[config.mk]
export PLATFORM = sky130hd
export DESIGN_NAME = call_latch
export DESIGN_NICKNAME = d
export VERILOG_FILES = /design/src/rtl/call_latch.sv
export SDC_FILE = /design/constraint.sdc
export NUM_CORES = 1
export LEC_CHECK = 0
export ABC_AREA = 1
export CAP_MARGIN = 30
export CORE_MARGIN = 4
export CORE_UTILIZATION = 30
export DETAILED_ROUTE_END_ITERATION = 6
export SLEW_MARGIN = 10
export SYNTH_ARGS = -nofsm -noshare
export SYNTH_HDL_FRONTEND = slang
export SYNTH_SLANG_ARGS = --single-unit
[constraint.sdc]
create_clock -name clk_i -period 1.6 [get_ports clk_i]
set_input_delay 0.4 -clock clk_i [delete_from_list [all_inputs] [get_ports clk_i]]
set_output_delay 0.4 -clock clk_i [all_outputs]
set_load 0.02 [all_outputs]
[src/rtl/call_latch.sv]
// ---------------------------------------------------------------------------
// call_latch
//
// Front-end request stage for a 4-floor elevator.
//   * Synchronises and edge-detects the raw hall and car buttons and holds
//     each request as a pending bit until the car serves that floor.
//   * Tracks the last valid floor from the one-hot floor sensors and flags
//     (sticky) any cycle where more than one sensor bit is set.
//   * Runs the door-dwell / service sequence that clears the requests of
//     the floor the car is stopped at.
//
// Ports
//   clk_i          system clock, all state updates on the rising edge
//   reset_i        asynchronous reset, ACTIVE LOW
//   hall_up_i[2:0] raw up-call buttons, floors 1..3 (bit0 = floor 1), async
//   hall_dn_i[2:0] raw down-call buttons, floors 2..4 (bit0 = floor 2), async
//   car_i[3:0]     raw car buttons, floors 1..4 (bit0 = floor 1), async
//   sensor_i[3:0]  floor sensors S1..S4, one-hot when level at a floor
//   stop_i         motor-stopped indication from the controller
//   req_up_o[3:0]  latched up calls (bit3 always 0)
//   req_dn_o[3:0]  latched down calls (bit0 always 0)
//   req_car_o[3:0] latched car calls
//   floor_o[1:0]   last valid floor, 0..3
//   at_floor_o     exactly one sensor bit set this cycle (combinational)
//   door_busy_o    high while dwelling or clearing
//   served_o       one-cycle pulse when the current floor's requests clear
//   sensor_err_o   sticky: more than one sensor bit seen set
//   state_o[1:0]   service FSM state, for debug/observation
//
// Handshakes: none. Requests are level-held bits; the controller reads them
// every cycle and signals service completion only through stop_i/sensor_i.
// ---------------------------------------------------------------------------
module call_latch #(
    parameter int unsigned DWELL = 8   // door-dwell length in cycles, 2..255
) (
    input  logic       clk_i,
    input  logic       reset_i,
    input  logic [2:0] hall_up_i,
    input  logic [2:0] hall_dn_i,
    input  logic [3:0] car_i,
    input  logic [3:0] sensor_i,
    input  logic       stop_i,
    output logic [3:0] req_up_o,
    output logic [3:0] req_dn_o,
    output logic [3:0] req_car_o,
    output logic [1:0] floor_o,
    output logic       at_floor_o,
    output logic       door_busy_o,
    output logic       served_o,
    output logic       sensor_err_o,
    output logic [1:0] state_o
);

    typedef enum logic [1:0] {
        S_IDLE      = 2'd0,
        S_DWELL     = 2'd1,
        S_CLEAR     = 2'd2,
        S_WAIT_MOVE = 2'd3
    } state_t;

    localparam logic [7:0] DWELL_LOAD = 8'(DWELL - 1);

    // -----------------------------------------------------------------------
    // Button synchronisers and rise detection.
    // Bundle layout: [2:0] hall_up, [5:3] hall_dn, [9:6] car.
    // -----------------------------------------------------------------------
    logic [9:0] raw_btn;
    logic [9:0] sync1_q;
    logic [9:0] sync2_q;
    logic [9:0] prev_q;
    logic [9:0] rise;

    assign raw_btn = {car_i, hall_dn_i, hall_up_i};

    always_ff @(posedge clk_i or negedge reset_i) begin
        if (!reset_i) begin
            sync1_q <= '0;
            sync2_q <= '0;
            prev_q  <= '0;
        end else begin
            sync1_q <= raw_btn;
            sync2_q <= sync1_q;
            prev_q  <= sync2_q;
        end
    end

    // Only a 0->1 transition of the synchronised level counts as a press,
    // so a held button latches once and must be released to press again.
    assign rise = sync2_q & ~prev_q;

    // Re-map presses onto per-floor vectors (index = floor 0..3).
    logic [3:0] rise_up;
    logic [3:0] rise_dn;
    logic [3:0] rise_car;

    assign rise_up  = {1'b0, rise[2:0]};
    assign rise_dn  = {rise[5:3], 1'b0};
    assign rise_car = rise[9:6];

    // -----------------------------------------------------------------------
    // Floor tracker
    // -----------------------------------------------------------------------
    logic       at_floor;
    logic       sensor_multi;
    logic [1:0] sensor_enc;
    logic [1:0] floor_q;
    logic [1:0] floor_d;
    logic       sensor_err_q;
    logic       sensor_err_d;
    logic [3:0] sensor_q;   // previous-cycle sensor, to detect a change in WAIT_MOVE

    // Exactly one bit set: non-zero and clearing the lowest set bit leaves 0.
    assign at_floor     = (sensor_i != 4'd0) && ((sensor_i & (sensor_i - 4'd1)) == 4'd0);
    assign sensor_multi = (sensor_i != 4'd0) && !at_floor;

    always_comb begin
        sensor_enc = 2'd0;
        case (sensor_i)
            4'b0001: sensor_enc = 2'd0;
            4'b0010: sensor_enc = 2'd1;
            4'b0100: sensor_enc = 2'd2;
            4'b1000: sensor_enc = 2'd3;
            default: sensor_enc = 2'd0;
        endcase
    end

    always_comb begin
        floor_d      = floor_q;
        sensor_err_d = sensor_err_q;
        if (at_floor) begin
            floor_d = sensor_enc;
        end
        if (sensor_multi) begin
            sensor_err_d = 1'b1;
        end
    end

    always_ff @(posedge clk_i or negedge reset_i) begin
        if (!reset_i) begin
            floor_q      <= 2'd0;
            sensor_err_q <= 1'b0;
            sensor_q     <= 4'd0;
        end else begin
            floor_q      <= floor_d;
            sensor_err_q <= sensor_err_d;
            sensor_q     <= sensor_i;
        end
    end

    // -----------------------------------------------------------------------
    // Service FSM
    // -----------------------------------------------------------------------
    state_t     state_q;
    state_t     state_d;
    logic [7:0] cnt_q;
    logic [7:0] cnt_d;
    logic       parked;   // car stopped and level at a single floor

    assign parked = stop_i && at_floor;

    always_ff @(posedge clk_i or negedge reset_i) begin
        if (!reset_i) begin
            state_q <= S_IDLE;
            cnt_q   <= 8'd0;
        end else begin
            state_q <= state_d;
            cnt_q   <= cnt_d;
        end
    end

    always_comb begin
        state_d = state_q;
        cnt_d   = cnt_q;
        case (state_q)
            S_IDLE: begin
                if (parked) begin
                    state_d = S_DWELL;
                    cnt_d   = DWELL_LOAD;
                end
            end
            S_DWELL: begin
                // Losing stop or level aborts without clearing anything;
                // the abort takes priority over the dwell expiring.
                if (!parked) begin
                    state_d = S_IDLE;
                    cnt_d   = 8'd0;
                end else if (cnt_q == 8'd0) begin
                    state_d = S_CLEAR;
                end else begin
                    cnt_d = cnt_q - 8'd1;
                end
            end
            S_CLEAR: begin
                state_d = S_WAIT_MOVE;
            end
            S_WAIT_MOVE: begin
                if (!(parked && (sensor_i == sensor_q))) begin
                    state_d = S_IDLE;
                end
            end
            default: begin
                state_d = S_IDLE;
                cnt_d   = 8'd0;
            end
        endcase
    end

    // -----------------------------------------------------------------------
    // Pending request bits
    // -----------------------------------------------------------------------
    logic [3:0] floor_dec;
    logic [3:0] press_mask;   // presses ignored: door still open at this floor
    logic [3:0] clr_vec;      // requests being served this cycle
    logic [3:0] req_up_q,  req_up_d;
    logic [3:0] req_dn_q,  req_dn_d;
    logic [3:0] req_car_q, req_car_d;

    assign floor_dec = 4'b0001 << floor_q;

    always_comb begin
        press_mask = 4'd0;
        clr_vec    = 4'd0;
        if (state_q == S_WAIT_MOVE) begin
            press_mask = floor_dec;
        end
        if (state_q == S_CLEAR) begin
            clr_vec = floor_dec;
        end
    end

    // The set term is OR-ed after the clear, so a press landing on the same
    // edge as the clear survives. Positions with no physical button are
    // forced to 0.
    always_comb begin
        req_up_d  = ((req_up_q  & ~clr_vec) | (rise_up  & ~press_mask)) & 4'b0111;
        req_dn_d  = ((req_dn_q  & ~clr_vec) | (rise_dn  & ~press_mask)) & 4'b1110;
        req_car_d =  (req_car_q & ~clr_vec) | (rise_car & ~press_mask);
    end

    always_ff @(posedge clk_i or negedge reset_i) begin
        if (!reset_i) begin
            req_up_q  <= 4'd0;
            req_dn_q  <= 4'd0;
            req_car_q <= 4'd0;
        end else begin
            req_up_q  <= req_up_d;
            req_dn_q  <= req_dn_d;
            req_car_q <= req_car_d;
        end
    end

    // -----------------------------------------------------------------------
    // Outputs
    // -----------------------------------------------------------------------
    assign req_up_o     = req_up_q;
    assign req_dn_o     = req_dn_q;
    assign req_car_o    = req_car_q;
    assign floor_o      = floor_q;
    assign at_floor_o   = at_floor;
    assign door_busy_o  = (state_q == S_DWELL) || (state_q == S_CLEAR);
    assign served_o     = (state_q == S_CLEAR);
    assign sensor_err_o = sensor_err_q;
    assign state_o      = state_q;

endmodule
== Word-level counts from Yosys, hierarchy flattened ==
Cells that the tools add are included.

* Bits in registers: 57
* Bits of input ports: 17
* Output and inout bits: 20
* Word-level logic and storage cells: 64

* Add/subtract/negate cells: 2
* Equal/unequal tests: 11
* Shift-type cells: 1
* Multiplexer cells: 12
* Bitwise logic cells: 14
* Reductions and logical operators: 13

{| class="wikitable"
|+ Operators by type and width
! cell !! count
|-
| 2-to-1 mux 8 bit || 3
|-
| bitwise AND 4 bit || 5
|-
| one-hot mux 8 bit (2 select lines) || 1
|-
| bitwise AND 10 bit || 1
|-
| NOT 10 bit || 1
|-
| logical NOT 8 bit || 1
|-
| 2-to-1 mux 2 bit || 4
|-
| 2-to-1 mux 4 bit || 2
|-
| NOT 4 bit || 2
|-
| OR 4 bit || 2
|-
| one-hot mux 2 bit (4 select lines) || 1
|-
| subtractor 8 x 1 -> 8 bit (second input constant) || 1
|-
| bitwise AND 3 bit || 2
|-
| != test 3 bit (second input constant) || 2
|-
| one-hot mux 2 bit (3 select lines) || 1
|-
| AND reduction 3 bit || 2
|-
| == test 2 bit (second input constant) || 2
|-
| == test 4 x 2 -> 1 bit (second input constant) || 1
|-
| == test 4 x 3 -> 1 bit (second input constant) || 1
|-
| == test 4 bit || 1
|-
| == test 4 bit (second input constant) || 1
|-
| logical AND 1 bit || 4
|-
| logical NOT 4 bit || 1
|-
| != test 2 bit (second input constant) || 2
|-
| 9 further kinds || 9
|}

== Longest topological paths before layout ==
Gate-level depths: netlist of the first run.

* Depth in word-level cells: 8
* Depth in mapped cells: 10
* Depth with buffers taken out: 10

== Least setup slack after synthesis of the first run ==
OpenSTA, ideal clock, no wires.

* Path type: register to register
* Start point: register state_q[0] (netlist: state_o[0])
* End point: register req_car_q[1] (netlist: req_car_o[1])
* Library setup time: 139 ps
* Data arrival time: 1395 ps
* Data required time: 1461 ps
* Slack: 67 ps
* Stages on the path, launching flop included: 6
* Buffers on the path: 0
* Period minus slack after synthesis: 1533 ps
* Cell sequence: dfrtp_1 inv_1 ha_1 inv_1 nor3_1 o32ai_1

* Longest elaborated chain between the ends: 5
* Elaborated cells on any way between the ends: 9
* Those cells by class: eq/ne (2); mux (2); bitwise (5)

{| class="wikitable"
|+ RTL lines
! element !! RTL line !! RTL
|-
| from (decl) || 153 || <nowiki>state_t state_q;</nowiki>
|-
| from (signal assigned) || 166 || <nowiki>state_q <= state_d;</nowiki>
|-
| == test 2 bit || - ||
|-
| named net served_o || 49 || <nowiki>output logic served_o,</nowiki>
|-
| 2-to-1 mux 4 bit || 226 || <nowiki>if (state_q == S_CLEAR) begin</nowiki>
|-
| NOT 4 bit || 237 || <nowiki>req_car_d = (req_car_q & ~clr_vec) | (rise_car & ~press_mask);</nowiki>
|-
| bitwise AND 4 bit || 237 ||
|-
| OR 4 bit || 237 ||
|-
| named net req_car_d[1] || 216 || <nowiki>logic [3:0] req_car_q, req_car_d;</nowiki>
|-
| to (signal assigned) || 248 || <nowiki>req_car_q <= req_car_d;</nowiki>
|-
| to (decl) || 216 ||
|}

The timed path passes the listed nets, and every way through them passes these cells.
A chain may end at the register's enable or synchronous reset.

== Worst setup path after layout of the first run ==
* Start point: register state_q[0] (netlist: state_o[0])
* End point: output port door_busy_o

* Longest elaborated chain between the ends: 2
* Elaborated cells on any way between the ends: 3
* Those cells by class: eq/ne (2); reduce/logical (1)

{| class="wikitable"
|+ RTL lines
! element !! RTL line !! RTL
|-
| == test 2 x 1 -> 1 bit or == test 2 bit (tied branches) || 260 || <nowiki>assign door_busy_o = (state_q == S_DWELL) || (state_q == S_CLEAR);</nowiki>
|-
| logical OR 1 bit (*) || 260 ||
|-
| to (decl) || 48 || <nowiki>output logic door_busy_o,</nowiki>
|}

Mark *: on every way between the ends. The rest lies on a longest branch, timed or not.

==> results of run 1 <==
[flip-flops by register name, indices dropped and copies added, names as in the netlist, named ones only]
name	cells
sync1_q	10
sensor_err_o	1
req_up_o	3
floor_o	2
state_o	1
req_dn_o	3
sync2_q	10
prev_q	10
sensor_q	4
cnt_q	8
req_car_o	4
[cell type report]
class / count / area share [%]
inverters: 40 / 4.83
flip-flops and latches: 57 / 43.7
clock inverters: 5 / 2.45
well taps: 102 / 3.91
clock buffers: 11 / 4.03
multi-input cells: 125 / 25.2
repair buffers: 60 / 15.8
[through the flow]
| step | power, mW | cells | instance area (sq um) |
|---|---|---|---|
| after floorplan | 2.74 | 225 | 2390 |
| after global placement | 3.35 | 381 | 3010 |
| after detailed placement | 3.38 | 381 | 3010 |
| after CTS | 4.85 | 398 | 3240 |
| after global routing | 5.13 | 400 | 3260 |
| final | 4.81 | 400 | 3260 |
[report_power, final]
part / switching [mW] / internal, mW / leakage (nW) / total, mW
sequential: 0.104 / 1.61 / 0.650 / 1.71
combinational: 0.975 / 0.694 / 0.802 / 1.67
clock: 0.552 / 0.875 / 0.0995 / 1.43
[per-layer routing]
metal  part of all wire (%)  vias up  wire length (um)  track usage (%)
li1                       -      857                 -                -
met1                     46      802              2190             13.0
met2                     49       31              2340             17.8
met3                    3.7        7               175             3.59
met4                    1.5        0                73             4.86
met5                      0        -                 0                0
[path summary, 6_finish.rpt]
kind	slack [ns]	cells past startpoint	start	end
min in group clk_i	0.34	0	sync1_q[8]	sync2_q[8]
max	0.05	3	state_o[0]	door_busy_o
max in group asynchronous	1.29	2	reset_i	asynchronous set/reset pin
max reg2reg	0.13	9	register	cnt_q[0]
min	0.05	2	reset_i	cnt_q[7]
min reg2reg	0.34	0	sync1_q[8]	sync2_q[8]
[timing repair]
| action | CTS | global route |
|---|---|---|
| endpoints found under the setup margin | 28 | 16 |
| buffers inserted | 1 | 2 |
| resized for setup | 44 | 17 |
| pin swaps | 3 | 2 |
[cells by family (layout without fill, tap and decap cells)]
family,Yosys count,in the layout,share of synthesized area (%)
buffers and inverters,43,116,7.70
other,1,2,0.157
flip-flops,57,57,59.7
AND/OR/NAND/NOR,94,94,21.2
adder cells (fa/ha/maj),6,6,3.14
XOR/XNOR,7,7,2.57
AO/OA/AOI/OAI,16,16,5.45
[cell usage after synthesis]
master | count | area share [%]
nand3_1 | 16 | 3.4
clkinv_4 | 1 | 0.37
a32o_1 | 4 | 1.7
buf_4 | 2 | 0.63
nand2_4 | 6 | 2.8
nand2_1 | 38 | 6.0
xnor2_1 | 3 | 1.1
conb_1 | 1 | 0.16
nand3b_1 | 1 | 0.31
o21ai_1 | 4 | 0.84
xor2_1 | 4 | 1.5
nor3_1 | 4 | 0.84
nand4_1 | 3 | 0.79
ha_1 | 6 | 3.1
nand4_4 | 1 | 0.89
nor2_1 | 14 | 2.2
o21ai_2 | 1 | 0.37
nor2_4 | 1 | 0.47
nor3_2 | 6 | 2.5
inv_1 | 35 | 5.5
inv_2 | 3 | 0.47
o32ai_1 | 7 | 2.6
dfrtp_1 | 57 | 60
inv_4 | 1 | 0.26
nand2_2 | 3 | 0.79
buf_6 | 1 | 0.47
nor2_2 | 1 | 0.26
[cells in the final DEF, fill, tap and decap left out, types with 4 or more instances in the layout]
cell and count:
clkbuf_8 9, buf_6 4, dlygate4sd2_1 13, nor3_1 4
clkbuf_2 4, buf_4 24, nand2_1 37, o32ai_1 7
nand3_1 15, xor2_1 4, o21ai_1 4, nand2_4 6
clkdlybuf4s50_1 11, inv_1 31, nor2_1 13, inv_2 7
dfrtp_1 57, nand2_2 4, a32o_1 4, nor3_2 6
==> summary by stage, run 1 <==
STA
Setup repair after global routing could not meet its margin everywhere. The maximum clock rate is approximately 650 MHz. The total count of max-transition violations in the final report came to 0. The clock period minus final worst setup slack is ~1.5 ns. The worst hold slack across all endpoints is 0.0541 ns.

The final-report setup violation count is 0. Setup total negative slack on the finished layout was measured at 0 ns. The post-route clock skew is 0.00718 ns. The total count of hold-check failures in the final report is 0. The final critical-path setup slack is 0.0517 ns.

The part of the cycle the worst path needs is a little over nine tenths.

Clocking
The clock tree root buffer cell is clkbuf_8. The clock passes through at most 2 buffers. The register clock-pin slew on the reported worst setup and hold paths is 0.07 ns. The clock network latency to the later pin of the worst-skew pair is 0.32 ns.

TritonCTS built the clock tree. For this design, the CTS-stage hold fixing added 0 buffers. The clock sink total is 57. The maximum level of the CTS H-tree is 3. TritonCTS created 9 clock buffers.

Worst setup path
On the worst path, the slowest cell contributes a delay of 0.39 ns. On the critical path, the stage with the largest delay is an instance of dfrtp_1. The type of origin of the critical path is a register. Broken down by cell family, the worst path's largest delay share belongs to flip-flops. The required time at the endpoint of the critical path is about 1.2 ns.

The data arrival at the endpoint of the critical path is 1.15 ns. The critical path contains buffers and inverters numbering 2 combined. The signal on the critical path passes through inv_2 -> ha_4 -> buf_6. The maximum fanout count along the critical path is 2. The worst setup path is captured at an output pin. The critical path in this run is classified as reg -> out.

Placement
The number of buffers inserted by port buffering is 34. Routability-driven placement finished with a final weighted congestion of 0.791. The setup slack after placement is -0.774 ns.

The detailed-placement wirelength estimate is 3400 um.

Floorplanning
The standard-cell row count is 32. Pin placement for this block handled 37 I/O pins. The x dimension of the die is 97.2 um. The initial utilization of the core area, before any placement, comes to 30.9%. The floorplan step defined a die boundary enclosing 9450 sq um. The total core area is 7730 sq um. The die is roughly 97 um tall.

Detailed routing
The detailed router placed roughly 1.7k vias in this run. Dividing the detail-routed wire length by the instance count gives roughly 12 um. Once detail routing completed, the nets flagged for antenna violations numbered 0. The detailed router finished its first iteration with 36 violations. The detailed-route wire length is 4780 um. Using the TritonRoute via totals, the vias-per-cell ratio works out to 4.24.

The remaining design rule violation count is 0. The length of the first detailed-routing pass in iterations is 4.

Synthesis
The register area share after synthesis is 59.7%. The average instance in the mapped netlist occupies 10.7 sq um. Synthesis handed over a netlist of 224 instances. The number of different library cells used by synthesis comes to 27. In this run the cell area of the synthesized design comes to about 2400 sq um.

Synthesis inferred 57 register bits. During synthesis, Yosys emitted a total of 0 warnings.

Min path
The worst min-delay path category is in -> async.

Finish
The growth of design area from synthesis to finish is 36.6%. The repair_antennas step left the layout with diodes totalling 0. Fill cells in the final layout number 748.

The number of nets in the layout is 316. The area of combinational cells with multiple inputs is 823 sq um. The combined flip-flop and latch cell area is roughly 1400 sq um. The post-route netlist has 27.9% of its cells at a drive strength greater than 1. The core occupancy in the finished layout is 42.2%.

Power
Dividing total power by cell area gives a power density of between 1000 and 1500 nW/um^2. The worst IR drop on VDD is 0.664 mV. The leakage dissipation is 1.55 nW.

Run
The number of maximum-capacitance constraint violations is 0.

Global route
Summed over all layers, the global routing overflow is 0. The number of global-route vias before repair is approximately 1.8k. Global routing used 10.9% of the available tracks. The global-route wire length before repair is 8220 um.

The number of antenna violations at the first check in global routing came to 0. Entering global routing, the biggest net connects 58 pins.

Outcome
The flow ran to the end, and the final reports show no timing, DRC or antenna violations.
(Power assumes the default switching activity.)
==> inputs of run 2 (changes only) <==
MAX_ROUTING_LAYER = met4   (was unset)
==> run 2 against run 1 <==
Fmax fell by 0.86%; sequential share of layout area up 0.12 points; clock skew about the same; critical path type unchanged.
==> summary by stage, run 2 (same netlist as run 1, synthesis figures left out) <==
STA
Setup repair after global routing could not meet its margin everywhere. The part of the cycle the worst path needs is 97.6% (+0.84 points). The final critical-path setup slack is 0.0383 ns (-0.0134 ns). The worst hold slack across all endpoints was 0.0429 ns (-0.0112 ns).

The maximum clock rate was 640 MHz (-0.86%). The total count of hold-check failures in the final report is 0 (unchanged). The total count of max-transition violations in the final report came to 0 (unchanged). The clock period minus final worst setup slack is 1.56 ns (+0.0134 ns). The total negative slack for setup checks is 0 ns (unchanged). The post-route clock skew came to 0.00749 ns (+0.000308 ns). The final-report setup violation count is 0 (unchanged).

Finish
The combined flip-flop and latch cell area came to 1430 sq um (unchanged). The area of combinational cells with multiple inputs is 818 sq um (-0.61%). The growth of design area from synthesis to finish is 36.3%. The antenna diode count is 0 (unchanged). The number of nets in the layout is 316 (unchanged).

The number of fill cells is 752 (+0.53%). In the final layout, the registers with the most flip-flops are prev_q: 10 flops, sync1_q: 10 flops, sync2_q: 10 flops. The library cell used most frequently in the layout, excluding fill and tap cells, is dfrtp_1. The share of final-layout standard cells stronger than drive strength 1 is 27.5% (-0.34 points). The core occupancy in the finished layout was 42.1% (-0.11 points). In the layout the commonest cells are dfrtp_1, nand2_1, inv_1, buf_4, nand3_1.

Detailed routing
The remaining design rule violation count came to 0 (unchanged). The length of the first detailed-routing pass in iterations is 4 (unchanged). The via count came to 1702 (+0.29%). The initial detailed-routing violation count is 31 (-14%). The via density per instance is 4.26 (+0.29%). The mean routed wirelength per cell is 11.9 um (-0.50%). The post-route antenna net violation count is 0 (unchanged). The detailed-route wire length is 4760 um (-0.50%).

Worst setup path
The data arrival at the endpoint of the critical path was 1.16 ns (about the same). The required time at the endpoint of the critical path came to 1.20 ns (about the same). The maximum fanout count along the critical path is 4 (+2). STA classifies the critical path endpoint as an output pin. The critical path in this run is classified as reg -> out. The type of origin of the critical path is a register.

Clocking
The CTS tree is done. The maximum level of the CTS H-tree came to 3 (unchanged). The clock tree root buffer cell is clkbuf_8. The number of buffers inserted for hold repair after clock tree synthesis is 0 (unchanged). The clock network latency to the later pin of the worst-skew pair was 0.32 ns (about the same). The register clock-pin slew on the reported worst setup and hold paths is 0.07 ns (about the same). The number of buffers created by CTS was 9 (unchanged). The number of buffers on the longest clock path is 2 (unchanged).

The clock sink total is 57 (unchanged).

Global route
The total global routing overflow is 0 (unchanged). The overall routing resource usage was 11.2% (+0.31 points). The number of global-route vias before repair is 1765 (-0.40%).

The global-route wire length before repair came to 8190 um (-0.33%). The number of antenna violations at the first check in global routing is 0 (unchanged). The maximum number of pins on one net before global-route repair is 58 (unchanged).

Power
The worst IR drop on VDD is 0.660 mV (-0.69%). The total power divided by cell area came to 1470 nW/um^2 (-0.16%). The total power is 4.78 mW (-0.42%). The leakage dissipation is 1.55 nW (about the same).

Min path
The min-delay analysis places its worst path in the category in -> async.

Floorplanning
The boundary pin count is 37 (unchanged). The standard-cell row count is 32 (unchanged). The vertical extent of the die is 97.2 um (unchanged). The x dimension of the die came to 97.2 um (unchanged). The area enclosed by the die boundary is 9450 sq um (unchanged).

The total core area is 7730 sq um (unchanged). The effective utilization at floorplan was 30.9% (unchanged).

Run
The number of maximum-capacitance constraint violations is 0 (unchanged).

Placement
The setup slack after placement came to -0.774 ns (unchanged). The final RePlAce weighted congestion was 0.802 (+1.4%). The number of buffers inserted by port buffering is 34 (unchanged).

The detailed-placement wirelength estimate was 3400 um (unchanged).

Outcome
The run finished with clean final reports.
## run 2: cell counts in the layout (fill, tap and decap cells not counted)
Identical to the previous run, type by type.
## run 2: final timing paths
check / end / slack, ns / cells past startpoint
min: cnt_q[7] / 0.04 / 2
max in group asynchronous: asynchronous set/reset pin / 1.28 / 2
min reg2reg: sync2_q[8] / 0.34 / 0
max reg2reg: cnt_q[0] / 0.11 / 9
min in group clk_i: sync2_q[8] / 0.34 / 0
max: served_o / 0.04 / 3
## run 2: timing repair
| item | 4_1_cts | 5_1_grt |
|---|---|---|
| pin swaps | 3 | 2 |
| setup endpoints to repair | 28 | 16 |
| endpoints found under the hold margin | 0 | 0 |
| resized for setup | 44 | 14 |
| buffers inserted | 1 | 2 |
## run 2: stage by stage
stage / cells / instance area (sq um)
floorplan: 225 / 2390
finish: 400 / 3250
global placement: 381 / 3010
detailed placement: 381 / 3010
global route: 400 / 3250
CTS: 398 / 3240
## run 2: critical path: stages (launching register included)
cell     delay (ns)
dfrtp_1        0.38
buf_4          0.15
ha_2           0.18
buf_6          0.13
## run 2: layout make-up
type | count | area share, %
clock buffer | 11 | 4.04
clock inverter | 5 | 2.46
inverter | 40 | 4.85
multi-input combinational | 125 | 25.2
sequential | 57 | 43.8
tap | 102 | 3.92
timing repair buffer | 60 | 15.7
## run 2: where the power goes
group | internal [mW] | switching [mW] | total [mW] | leakage [nW]
sequential | 1.61 | 0.0990 | 1.70 | 0.650
clock | 0.875 | 0.551 | 1.43 | 0.0995
combinational | 0.686 | 0.969 | 1.66 | 0.801
total | 3.17 | 1.62 | 4.78 | 1.55
## run 2: routing by layer
layer | vias up | wire length [um] | global-route usage [%]
met5 | - | 0 | -
li1 | 855 | - | -
met4 | 0 | 116 | 5.83
met1 | 805 | 2160 | 13.1
met2 | 31 | 2320 | 17.8
met3 | 11 | 165 | 2.80
